==> src/rtl/ro_pair_counter.sv <==
// rtl/ro_pair_counter.sv - RO-PUF measurement back-end: counts two ring oscillators and compares them
`timescale 1ns/1ps
module ro_pair_counter #(
    parameter int NUM_RO      = 8,
    parameter int SEL_W       = 3,
    parameter int CNT_W       = 16,
    parameter int WINDOW      = 1024,
    parameter int SETTLE_CYC  = 16,
    parameter int SYNC_STAGES = 2
) (
    input  logic                 clk,
    input  logic                 rst_n,
    input  logic                 start,
    input  logic [2*SEL_W-1:0]   challenge,
    input  logic [NUM_RO-1:0]    ro_in,
    output logic [NUM_RO-1:0]    ro_en,
    output logic                 busy,
    output logic                 done,
    output logic                 response,
    output logic                 tie,
    output logic                 err,
    output logic                 sat,
    output logic [CNT_W-1:0]     count_a,
    output logic [CNT_W-1:0]     count_b
);
    localparam int PH_MAX = (WINDOW > SETTLE_CYC) ? WINDOW : SETTLE_CYC;
    localparam int PH_W   = $clog2(PH_MAX + 1);
    localparam logic [CNT_W-1:0] CNT_MAX = '1;

    typedef enum logic [1:0] {IDLE, SETTLE, COUNT, COMPARE} state_t;

    state_t               state, state_next;
    logic [SEL_W-1:0]     sel_a, sel_b, req_a, req_b;
    logic [PH_W-1:0]      phase;
    logic                 phase_last, req_valid;
    logic [CNT_W-1:0]     cnt_a, cnt_b;
    logic                 sat_acc;
    logic [NUM_RO-1:0]    sync_q [SYNC_STAGES];
    logic [NUM_RO-1:0]    prev_q, rise;

    assign req_a     = challenge[SEL_W-1:0];
    assign req_b     = challenge[2*SEL_W-1:SEL_W];
    assign req_valid = (req_a != req_b) && (int'(req_a) < NUM_RO) && (int'(req_b) < NUM_RO);
    assign rise      = sync_q[SYNC_STAGES-1] & ~prev_q;
    assign phase_last = ((state == SETTLE) && (phase == PH_W'(SETTLE_CYC - 1))) ||
                        ((state == COUNT)  && (phase == PH_W'(WINDOW - 1)));

    // RO outputs are asynchronous to clk: resynchronize, then detect rising edges
    always_ff @(posedge clk or negedge rst_n) begin
        if (!rst_n) begin
            for (int s = 0; s < SYNC_STAGES; s++) sync_q[s] <= '0;
            prev_q <= '0;
        end else begin
            sync_q[0] <= ro_in;
            for (int s = 1; s < SYNC_STAGES; s++) sync_q[s] <= sync_q[s-1];
            prev_q <= sync_q[SYNC_STAGES-1];
        end
    end

    always_comb begin
        state_next = state;
        case (state)
            IDLE:    if (start && req_valid) state_next = SETTLE;
            SETTLE:  if (phase_last) state_next = COUNT;
            COUNT:   if (phase_last) state_next = COMPARE;
            COMPARE: state_next = IDLE;
            default: state_next = IDLE;
        endcase
    end

    always_ff @(posedge clk or negedge rst_n) begin
        if (!rst_n) begin
            state    <= IDLE;
            sel_a    <= '0;
            sel_b    <= '0;
            phase    <= '0;
            cnt_a    <= '0;
            cnt_b    <= '0;
            sat_acc  <= 1'b0;
            ro_en    <= '0;
            busy     <= 1'b0;
            done     <= 1'b0;
            response <= 1'b0;
            tie      <= 1'b0;
            err      <= 1'b0;
            sat      <= 1'b0;
            count_a  <= '0;
            count_b  <= '0;
        end else begin
            state <= state_next;
            done  <= 1'b0;
            case (state)
                IDLE: begin
                    if (start) begin
                        sel_a <= req_a;
                        sel_b <= req_b;
                        if (req_valid) begin
                            ro_en   <= (NUM_RO'(1) << req_a) | (NUM_RO'(1) << req_b);
                            busy    <= 1'b1;
                            err     <= 1'b0;
                            phase   <= '0;
                            cnt_a   <= '0;
                            cnt_b   <= '0;
                            sat_acc <= 1'b0;
                        end else begin
                            done     <= 1'b1;
                            err      <= 1'b1;
                            response <= 1'b0;
                            tie      <= 1'b0;
                            sat      <= 1'b0;
                            count_a  <= '0;
                            count_b  <= '0;
                        end
                    end
                end
                SETTLE, COUNT: begin
                    phase <= phase_last ? '0 : phase + PH_W'(1);
                    if (state == COUNT) begin
                        // saturate rather than wrap; sat flags that the max was reached
                        if (rise[sel_a]) begin
                            if (cnt_a != CNT_MAX) cnt_a <= cnt_a + CNT_W'(1);
                            if (cnt_a >= CNT_MAX - CNT_W'(1)) sat_acc <= 1'b1;
                        end
                        if (rise[sel_b]) begin
                            if (cnt_b != CNT_MAX) cnt_b <= cnt_b + CNT_W'(1);
                            if (cnt_b >= CNT_MAX - CNT_W'(1)) sat_acc <= 1'b1;
                        end
                    end
                end
                COMPARE: begin
                    ro_en    <= '0;
                    busy     <= 1'b0;
                    done     <= 1'b1;
                    count_a  <= cnt_a;
                    count_b  <= cnt_b;
                    response <= (cnt_a > cnt_b);
                    tie      <= (cnt_a == cnt_b);
                    sat      <= sat_acc;
                end
                default: ;
            endcase
        end
    end
endmodule

==> config.mk <==
export PLATFORM = sky130hd
export DESIGN_NAME = ro_pair_counter
export DESIGN_NICKNAME = d
export VERILOG_FILES = /design/src/rtl/ro_pair_counter.sv
export SDC_FILE = /design/constraint.sdc
export NUM_CORES = 1
export LEC_CHECK = 0
export CAP_MARGIN = 30
export CORE_ASPECT_RATIO = 0.9
export CORE_MARGIN = 3
export CORE_UTILIZATION = 30
export CTS_CLUSTER_DIAMETER = 200
export DETAILED_ROUTE_END_ITERATION = 8
export GPL_TIMING_DRIVEN = 0
export PLACE_DENSITY = 0.49
export SLEW_MARGIN = 20
export SYNTH_ARGS = -nofsm -noshare
export SYNTH_HDL_FRONTEND = slang
export SYNTH_SLANG_ARGS = --single-unit
==> constraint.sdc <==
create_clock -name clk -period 2.85 [get_ports clk]
set_clock_uncertainty 0.2 [all_clocks]
set_input_delay 0.7125 -clock clk [delete_from_list [all_inputs] [get_ports clk]]
set_output_delay 0.7125 -clock clk [all_outputs]
set_load 0.01 [all_outputs]
==> results of run 1 <==
==> power by group <==
group | total (W) | switching [W] | internal [W]
Clock | 0.00218 | 0.000850 | 0.00133
Sequential | 0.00225 | 0.000233 | 0.00201
Combinational | 0.00217 | 0.00130 | 0.000871
==> layer usage <==
layer	global-route usage (%)	vias up
li1	-	2245
met1	19.4	2236
met2	21.8	94
met3	4.43	14
met4	4.17	0
met5	0	-
==> flip-flops by register name, summed over array words and instances, names as in the netlist, 2 cells and up <==
name	count
cnt_a	16
sync_q	16
state	2
ro_en	8
cnt_b	16
sel_b	3
phase	11
count_a	16
sel_a	3
count_b	16
prev_q	8
==> logic make-up (layout without fill, tap and decap cells) <==
kind of cell               after synthesis  count (layout)
and+or+nand+nor                        175             175
AOI/OAI and AO/OA                      161             161
adders and majority gates               25              25
DFF                                    122             122
buffers and inverters                   59             150
muxes                                    9               9
xor gates and xnor gates                10              10
==> worst max-delay path, delay by kind of cell (launching register included) <==
kind | cells | cell delay (ns)
and+or+nand+nor | 2 | 0.77
adders and majority gates | 1 | 0.43
DFF | 1 | 0.40
AOI/OAI and AO/OA | 2 | 0.32
buffers and inverters | 2 | 0.29
muxes | 1 | 0.16
==> what timing repair did <==
| action | in CTS | in global routing |
|---|---|---|
| setup buffers | 1 | 0 |
| pin swaps | 1 | 0 |
| setup endpoints to repair | 68 | 47 |
| gates resized for setup | 7 | 11 |
==> path summary, 6_finish.rpt <==
path                                      start                       to  slack [ns]  cells past startpoint
max                        state[1]$_DFFE_PN0P_    cnt_a[11]$_DFFE_PN0P_        0.21                      8
min                                       rst_n  count_a[11]$_DFFE_PN0P_        0.02                      1
max reg2reg                state[1]$_DFFE_PN0P_    cnt_a[11]$_DFFE_PN0P_        0.21                      8
min reg2reg                sync_q[10]$_DFF_PN0_      sync_q[2]$_DFF_PN0_        0.15                      0
max in group asynchronous                 rst_n     state[0]$_DFFE_PN0P_        1.72                      2
min in group clk           sync_q[10]$_DFF_PN0_      sync_q[2]$_DFF_PN0_        0.15                      0
==> final cells by class <==
type                            instances  area (sq um)
Clock buffer                           18           439
Clock inverter                         14           160
Fill cell                            1831         11300
Timing Repair Buffer                   60           622
Inverter                               32           120
Tap cell                              245           307
Buffer                                 26           111
Sequential cell                       122          3050
Multi-Input combinational cell        380          2610
==> cells in the mapped netlist (all sizes together) (3+ instances only) <==
cell type,count
nor2,28
dfrtp,122
o31ai,23
and3,3
clkbuf,21
nand3b,8
xnor2,10
o21a,5
or4,12
a31oi,3
a21oi,27
nand2b,7
mux2,3
nand3,21
mux2i,4
nor2b,4
o21ai,35
o211ai,4
a22o,39
ha,25
a21o,6
buf,6
nor3,11
inv,32
or3,11
a32oi,3
nor4,5
nand2,41
nand4,14
or2,3
==> through the flow <==
stage | power, W | TNS [ns] | setup slack (ns) | hold slack, ns | cells
final | 0.00660 | 0 | 0.205 | 0.0205 | 897
after global routing | 0.00704 | 0 | 0.00739 | 0.0450 | 897
after CTS | 0.00666 | 0 | 0.000199 | 0.0272 | 897
after detailed placement | 0.00441 | -42.84 | -0.663 | 0.135 | 865
after global placement | 0.00436 | -526.90 | -4.00 | 0.132 | 864
after floorplan | 0.00356 | 0 | 0.240 | 0.131 | 561
==> metrics.yaml, run 1 <==
sta:
  post-route-min-period_ns: 2.64
  worst_slew_margin_rel_pct: 61.1
  hold_violations: 0
  slew_viol_final: 0
  tightest_slew_ns: 0.577
  max_freq_mhz: 378
  finalCritPeriodShare_pct: 92.8
  setup_violations: 0
  rsz0062_at_grt: "no"
grt:
  overflow: 0
  antenna_found_initial: 0
  grt_usage_pct: 14.2
  grt_pass1_vias: 4651
  grt_pass1_wl_um: 24400
  grt_max_degree: 77
die:
  core_area_sq_um: 18800
  io_pins: 63
  design.die.area_sq_um: 21200
  fp.dieW_um: 153
  die_h_um: 139
  initial_utilization_pct: 31.2
  core.rowCount: 47
final_layout:
  syn_to_final_growth_pct: 26.7
  final_area_sq_um: 7420
  final_common_cell: "dfrtp_1"
  antennaDiodeCount: 0
  nets: 681
  final_util_pct: 39.6
  final_layout_size_suffix_gt1_share_pct: 9.82
  mostFrequentLayoutCells: "122 x dfrtp_1, 55 x clkdlybuf4s50_1, 41 x nand2_1"
synthesis:
  async_flop_share_pct: 100
  syn_nets: 603
  synth_compound_gate_area_share_pct: 19.0
  synth_area_leaders: "dfrtp_1 52%, a22o_1 5.8%, ha_1 5.3%"
  post_synth.cell_area_avg_sq_um: 10.4
  synth-xor-area-share_pct: 1.50
  ys_ff_latch: 122
  synth_cells: 561
  synth_flop_cell: "dfrtp_1"
  yosysSeqAreaShare_pct: 52.1
  muxShareOfSynthArea_pct: 2.03
  synthAdderAreaFrac_pct: 5.34
  synth_largest_area_cell: "dfrtp_1"
  synth_simple_gate_area_share_pct: 16.1
  synth.top_cell.area_share_pct: 52.1
  synthesis.area_sq_um: 5860
  ys_types: 54
  yosysWarnings: 0
  synth_top_family_by_area: "compound AO/OA/AOI/OAI gates"
  synth_edf_count: 0
clock_network:
  clk-insertion-delay-late_ns: 0.42
  cts-root-buf: "clkbuf_16"
  htreeDepth: 4
  clk_pin_slew_ns: 0.06
  cts.path.max_buffers: 2
  cts-buffers-inserted: 17
  cts_hold_buf: 0
  cts_tree: "yes"
  clock-sinks: 122
power_and_ir_drop:
  irDropWorstVdd_uv: 473
  p_per_area_nw_per_um2: 889
  power.leakage_nw: 3.17
outcome:
  status: "finished clean"
detailed_routing:
  drc_errors: 0
  wl_per_cell_um: 16.1
  drt_iter0_markers: 213
  highest_layer: "met4"
  num_vias: 4589
  antenna_left: 0
  m1WireLength_um: 6960
  first_pass_iters: 4
  wl_met2_um: 6660
  via_per_inst: 5.12
  wirelength_um: 14500
  wl_met3_um: 656
critical_path:
  crit_path_top_delay_cell: "or4_1"
  required_ns: 3.00
  worstSetupStartpointType: "flop"
  crit_type: "flop to flop"
  critPathCaptureType: "flop"
  path_cells: "inv_1 -> ha_2 -> mux2i_1 -> nor3_4 -> o211ai_2 -> buf_2 -> or4_1 -> a21oi_1"
  cp_max_fo: 10
  worstPathArrival_ns: 2.79
  max_stage_delay_ns: 0.48
hold_path:
  worst_hold_path_type: "input port to asynchronous set/reset pin"
placed_design:
  dp_hpwl_um: 10400
  gp_congestion: 0.902
  dpl_cell_area_sq_um: 6770
  io_buffers: 58
run:
  cap_violations: 0
(Power assumes the default switching activity.)
==> inputs of run 2 (changes only) <==
--- a/config.mk
+++ b/config.mk
@@ -12,6 +12,7 @@
 export CTS_CLUSTER_DIAMETER = 200
 export DETAILED_ROUTE_END_ITERATION = 8
 export GPL_TIMING_DRIVEN = 0
+export MAX_ROUTING_LAYER = met4
 export PLACE_DENSITY = 0.49
 export SLEW_MARGIN = 20
 export SYNTH_ARGS = -nofsm -noshare
==> metrics.yaml, run 2 (synthesis gave the netlist of run 1 again) <==
run:
  cap_violations: 0
power_and_ir_drop:
  power_w: 0.00659
  irDropWorstVdd_uv: 432
  p_per_area_nw_per_um2: 888
  power.leakage_nw: 3.17
die:
  die_h_um: 139
  fp.dieW_um: 153
  initial_utilization_pct: 31.2
  io_pins: 63
  core_area_sq_um: 18800
  core.rowCount: 47
  design.die.area_sq_um: 21200
grt:
  overflow: 0
  grt_max_degree: 77
  antenna_found_initial: 0
  grt_pass1_vias: 4648
  grt_usage_pct: 14.5
  grt_pass1_wl_um: 24400
critical_path:
  critPathCaptureType: "flop"
  worstPathArrival_ns: 2.91
  cp_max_fo: 10
  crit_type: "input port to flop"
  required_ns: 2.99
  worstSetupStartpointType: "input port"
placed_design:
  pre_cts_slack_ns: -0.678
  io_buffers: 58
  dpl_cell_area_sq_um: 6770
  gp_congestion: 0.919
  dp_cells: 865
  dp_hpwl_um: 10400
clock_network:
  cts-root-buf: "clkbuf_16"
  clock-sinks: 122
  cts_hold_buf: 0
  cts.path.max_buffers: 2
  cts_tree: "yes"
  clk-insertion-delay-late_ns: 0.42
  cts-buffers-inserted: 17
  htreeDepth: 4
  clk_pin_slew_ns: 0.06
detailed_routing:
  drc_errors: 0
  wirelength_um: 14500
  antenna_left: 0
  num_vias: 4673
  first_pass_iters: 4
  wl_per_cell_um: 16.1
  via_per_inst: 5.20
  drt_iter0_markers: 247
sta:
  max_freq_mhz: 362
  fin_ws_ns: 0.0868
  hold_violations: 0
  finalSetupTns_ns: 0
  setup_violations: 0
  post-route-min-period_ns: 2.76
  rsz0062_at_grt: "yes"
  worst_slew_margin_rel_pct: 61.8
  tightest_slew_ns: 0.567
  finalCritPeriodShare_pct: 97.0
  slew_viol_final: 0
final_layout:
  syn_to_final_growth_pct: 26.8
  instances_no_fill: 898
  nets: 682
  final_layout_size_suffix_gt1_share_pct: 10.4
  antennaDiodeCount: 0
  mostFrequentLayoutCells: "122 x dfrtp_1, 56 x clkdlybuf4s50_1, 41 x nand2_1"
  fill_cells: 1804
  final_area_sq_um: 7430
  final_common_cell: "dfrtp_1"
outcome:
  status: "finished clean"
hold_path:
  worst_hold_path_type: "input port to asynchronous set/reset pin"
run 2: layout make-up:
class	count	area, sq um	area share, %
sequential	122	3050	41.1
multi-input combinational	380	2620	35.2
timing repair buffer	61	627	8.44
clock buffer	17	425	5.73
tap	245	307	4.13
clock inverter	15	166	2.24
inverter	32	120	1.62
buffer	26	114	1.53
run 2: metal layers:
layer / vias up / global-route usage, % / share of wire, %
li1: 2246 / - / -
met1: 2319 / 19.2 / 48
met2: 97 / 22.3 / 47
met3: 11 / 3.59 / 4.4
met4: 0 / 3.98 / 0.81
met5: - / - / 0
run 2: stage by stage:
stage,hold WS (ns),utilization (%)
2_1_floorplan,0.131,-
3_3_place_gp,0.132,36.0
3_5_place_dp,0.136,36.1
4_1_cts,0.0270,39.5
5_1_grt,0.0497,39.6
6_report,0.0230,39.6
run 2: report_power, final:
group          switching (W)  total [W]  internal (W)
logic                0.00132    0.00221      0.000889
registers           0.000232    0.00224       0.00201
clock network       0.000955    0.00214       0.00119
total                0.00251    0.00659       0.00409
run 2: path summary, 6_finish.rpt:
| path | start | end | slack (ns) | depth (start not counted) |
|---|---|---|---|---|
| max | challenge[0] | cnt_a[11]$_DFFE_PN0P_ | 0.09 | 8 |
| min | rst_n | count_a[11]$_DFFE_PN0P_ | 0.02 | 1 |
| min reg2reg | sync_q[13]$_DFF_PN0_ | sync_q[5]$_DFF_PN0_ | 0.15 | 0 |
| max in group asynchronous | rst_n | ro_en[5]$_DFFE_PN0P_ | 1.71 | 2 |
| min in group clk | sync_q[13]$_DFF_PN0_ | sync_q[5]$_DFF_PN0_ | 0.15 | 0 |
| max reg2reg | state[1]$_DFFE_PN0P_ | cnt_a[11]$_DFFE_PN0P_ | 0.18 | 8 |
run 2: repair_timing:
action                     CTS  global route
gates cloned                 0             0
resized for setup            8            13
buffers inserted             2             0
pin swaps                    1             0
setup endpoints to repair   68            60
run 2: worst max-delay path, cell delays in order:
cell	delay, ns
clkdlybuf4s50_1	0.57
xnor2_1	0.16
and4_4	0.23
nor3_4	0.21
o211ai_2	0.18
buf_2	0.22
or4_1	0.48
a21oi_1	0.15
==> inputs of run 3 (changes only) <==
--- a/config.mk
+++ b/config.mk
@@ -8,12 +8,12 @@
 export CAP_MARGIN = 30
 export CORE_ASPECT_RATIO = 0.9
 export CORE_MARGIN = 3
-export CORE_UTILIZATION = 30
+export CORE_UTILIZATION = 25
 export CTS_CLUSTER_DIAMETER = 200
 export DETAILED_ROUTE_END_ITERATION = 8
 export GPL_TIMING_DRIVEN = 0
 export MAX_ROUTING_LAYER = met4
-export PLACE_DENSITY = 0.49
+export PLACE_DENSITY = 0.43
 export SLEW_MARGIN = 20
 export SYNTH_ARGS = -nofsm -noshare
 export SYNTH_HDL_FRONTEND = slang
==> constraint.sdc (replaced) <==
create_clock -name clk -period 2.85 [get_ports clk]
set_clock_uncertainty 0.2 [all_clocks]
set_input_delay 0.7125 -clock clk [delete_from_list [all_inputs] [get_ports clk]]
set_output_delay 0.7125 -clock clk [all_outputs]
set_load 0.05 [all_outputs]
==> metrics.yaml, run 3 (synthesis gave the netlist of run 1 again) <==
final_layout:
  nets: 683
  final_util_pct: 33.2
  mostFrequentLayoutCells: "122 x dfrtp_1, 55 x clkdlybuf4s50_1, 41 x nand2_1"
  antennaDiodeCount: 0
  instances_no_fill: 951
  fill_cells: 2311
  final_common_cell: "dfrtp_1"
  final_layout_size_suffix_gt1_share_pct: 10.2
  syn_to_final_growth_pct: 29.1
detailed_routing:
  antenna_left: 0
  drt_iter0_markers: 270
  wirelength_um: 15400
  num_vias: 4649
  drc_errors: 0
  wl_per_cell_um: 16.1
  first_pass_iters: 5
  via_per_inst: 4.89
clock_network:
  clock-sinks: 122
  htreeDepth: 4
  cts_tree: "yes"
  cts.path.max_buffers: 2
  cts_hold_buf: 0
  clk_pin_slew_ns: 0.06
  clk-insertion-delay-late_ns: 0.42
  cts-root-buf: "clkbuf_16"
  cts-buffers-inserted: 17
sta:
  slew_viol_final: 0
  setup_violations: 0
  hold_violations: 0
  finalCritPeriodShare_pct: 93.3
  post-route-min-period_ns: 2.66
  tightest_slew_ns: 0.601
  max_freq_mhz: 376
  worst_slew_margin_rel_pct: 59.5
power_and_ir_drop:
  switching_share_pct: 39.1
  p_int_w: 0.00441
  p_sw_w: 0.00283
  combPwrFrac_pct: 36.4
  p_per_area_nw_per_um2: 956
  power_w: 0.00723
  p_seq_share_pct: 31.2
  p_clk_share_pct: 32.4
  power.leakage_nw: 3.20
  irDropWorstVdd_uv: 577
grt:
  antenna_found_initial: 0
  grt_max_degree: 69
  grt_pass1_wl_um: 25800
  grt_pass1_vias: 4802
  overflow: 0
  grt_usage_pct: 13.1
critical_path:
  crit_path_top_delay_cell: "a211oi_1"
  path_cells: "inv_1 -> ha_1 -> inv_1 -> or3_1 -> a211oi_1 -> nand2b_1 -> o21ai_0 -> a22o_1"
  worstSetupStartpointType: "flop"
  worst-path-buf-inv: 2
  path_delay_family: "compound AO/OA/AOI/OAI gates"
  critPathCaptureType: "flop"
  rrSetupSlack_ns: 0.19
  path_depth: 8
  cp-startpoint: "state[0]$_DFFE_PN0P_"
  rr_startpoint: "state[0]$_DFFE_PN0P_"
  worstPathArrival_ns: 2.77
  max_stage_delay_ns: 0.48
  crit_end: "phase[3]$_DFFE_PN0P_"
  crit_type: "flop to flop"
  rr_worst_depth: 8
  cp_max_fo: 5
  crit_top_cell: "inv_1"
  required_ns: 2.96
  r2r_end: "phase[3]$_DFFE_PN0P_"
die:
  design.die.area_sq_um: 25300
  fp.dieW_um: 167
  die_h_um: 151
  io_pins: 63
  core_area_sq_um: 22800
  initial_utilization_pct: 25.7
  core.rowCount: 52
hold_path:
  worst_hold_path_type: "input port to asynchronous set/reset pin"
placed_design:
  dp_cells: 917
  io_buffers: 58
  dp_hpwl_um: 11000
  gp_congestion: 0.811
run:
  cap_violations: 0
outcome:
  status: "finished clean"
-- run 3: cell types whose count changed in the layout (fill, tap and decap cells not counted), moves of 2 or more --
cell / previous run / this run
clkbuf_1: 12 / 14
bufinv_16: 0 / 4
clkbuf_2: 8 / 6
inv_8: 8 / 0
clkinv_4: 0 / 3
clkinv_8: 2 / 0
-- run 3: worst min-delay path by stage --
stage	start	end	slack, ns	cells after the start
floorplan	sync_q[8]$_DFF_PN0_	sync_q[0]$_DFF_PN0_	0.13	0
global placement	sync_q[10]$_DFF_PN0_	sync_q[2]$_DFF_PN0_	0.13	0
detailed placement	sync_q[9]$_DFF_PN0_	sync_q[1]$_DFF_PN0_	0.14	0
CTS	rst_n	cnt_a[8]$_DFFE_PN0P_	0.02	1
global route	rst_n	cnt_a[8]$_DFFE_PN0P_	0.04	1
finish	rst_n	cnt_a[8]$_DFFE_PN0P_	0.009	1
-- run 3: final cells by class --
type | count | area, sq um | area share (%)
Inverter | 32 | 120 | 1.59
Timing Repair Buffer | 62 | 641 | 8.47
Multi-Input combinational cell | 380 | 2630 | 34.8
Sequential cell | 122 | 3050 | 40.4
Clock buffer | 17 | 425 | 5.63
Buffer | 26 | 111 | 1.47
Clock inverter | 15 | 211 | 2.80
Tap cell | 297 | 372 | 4.91
-- run 3: metrics by stage --
step                      setup WS (ns)  setup TNS [ns]  area, sq um  hold WS, ns
after floorplan                   0.240               0         5860        0.131
after global placement            -4.11         -542.57         6810        0.132
after detailed placement         -0.711          -43.72         6840        0.136
after CTS                        0.0141               0         7500       0.0237
after global routing           -0.00987        -0.00987         7560       0.0439
final                             0.190               0         7560      0.00867
-- run 3: metal layers --
metal	track usage (%)	wire, um	up-vias
met4	4.46	185	0
met5	-	0	-
li1	-	-	2242
met2	20.4	7220	100
met3	3.18	621	15
met1	16.9	7330	2292
-- run 3: power groups by stage --
stage	clock [W]	sequential [W]	combinational (W)
CTS	0.00241	0.00226	0.00258
global route	0.00249	0.00230	0.00292
floorplan	0	0.00265	0.00129
global placement	0	0.00228	0.00249
finish	0.00234	0.00225	0.00264
detailed placement	0	0.00228	0.00253
-- run 3: what timing repair did --
item	4_1_cts	5_1_grt
hold endpoints to repair	0	0
gates resized for setup	8	11
buffers inserted	1	2
pin swaps	1	2
endpoints found under the setup margin	69	73
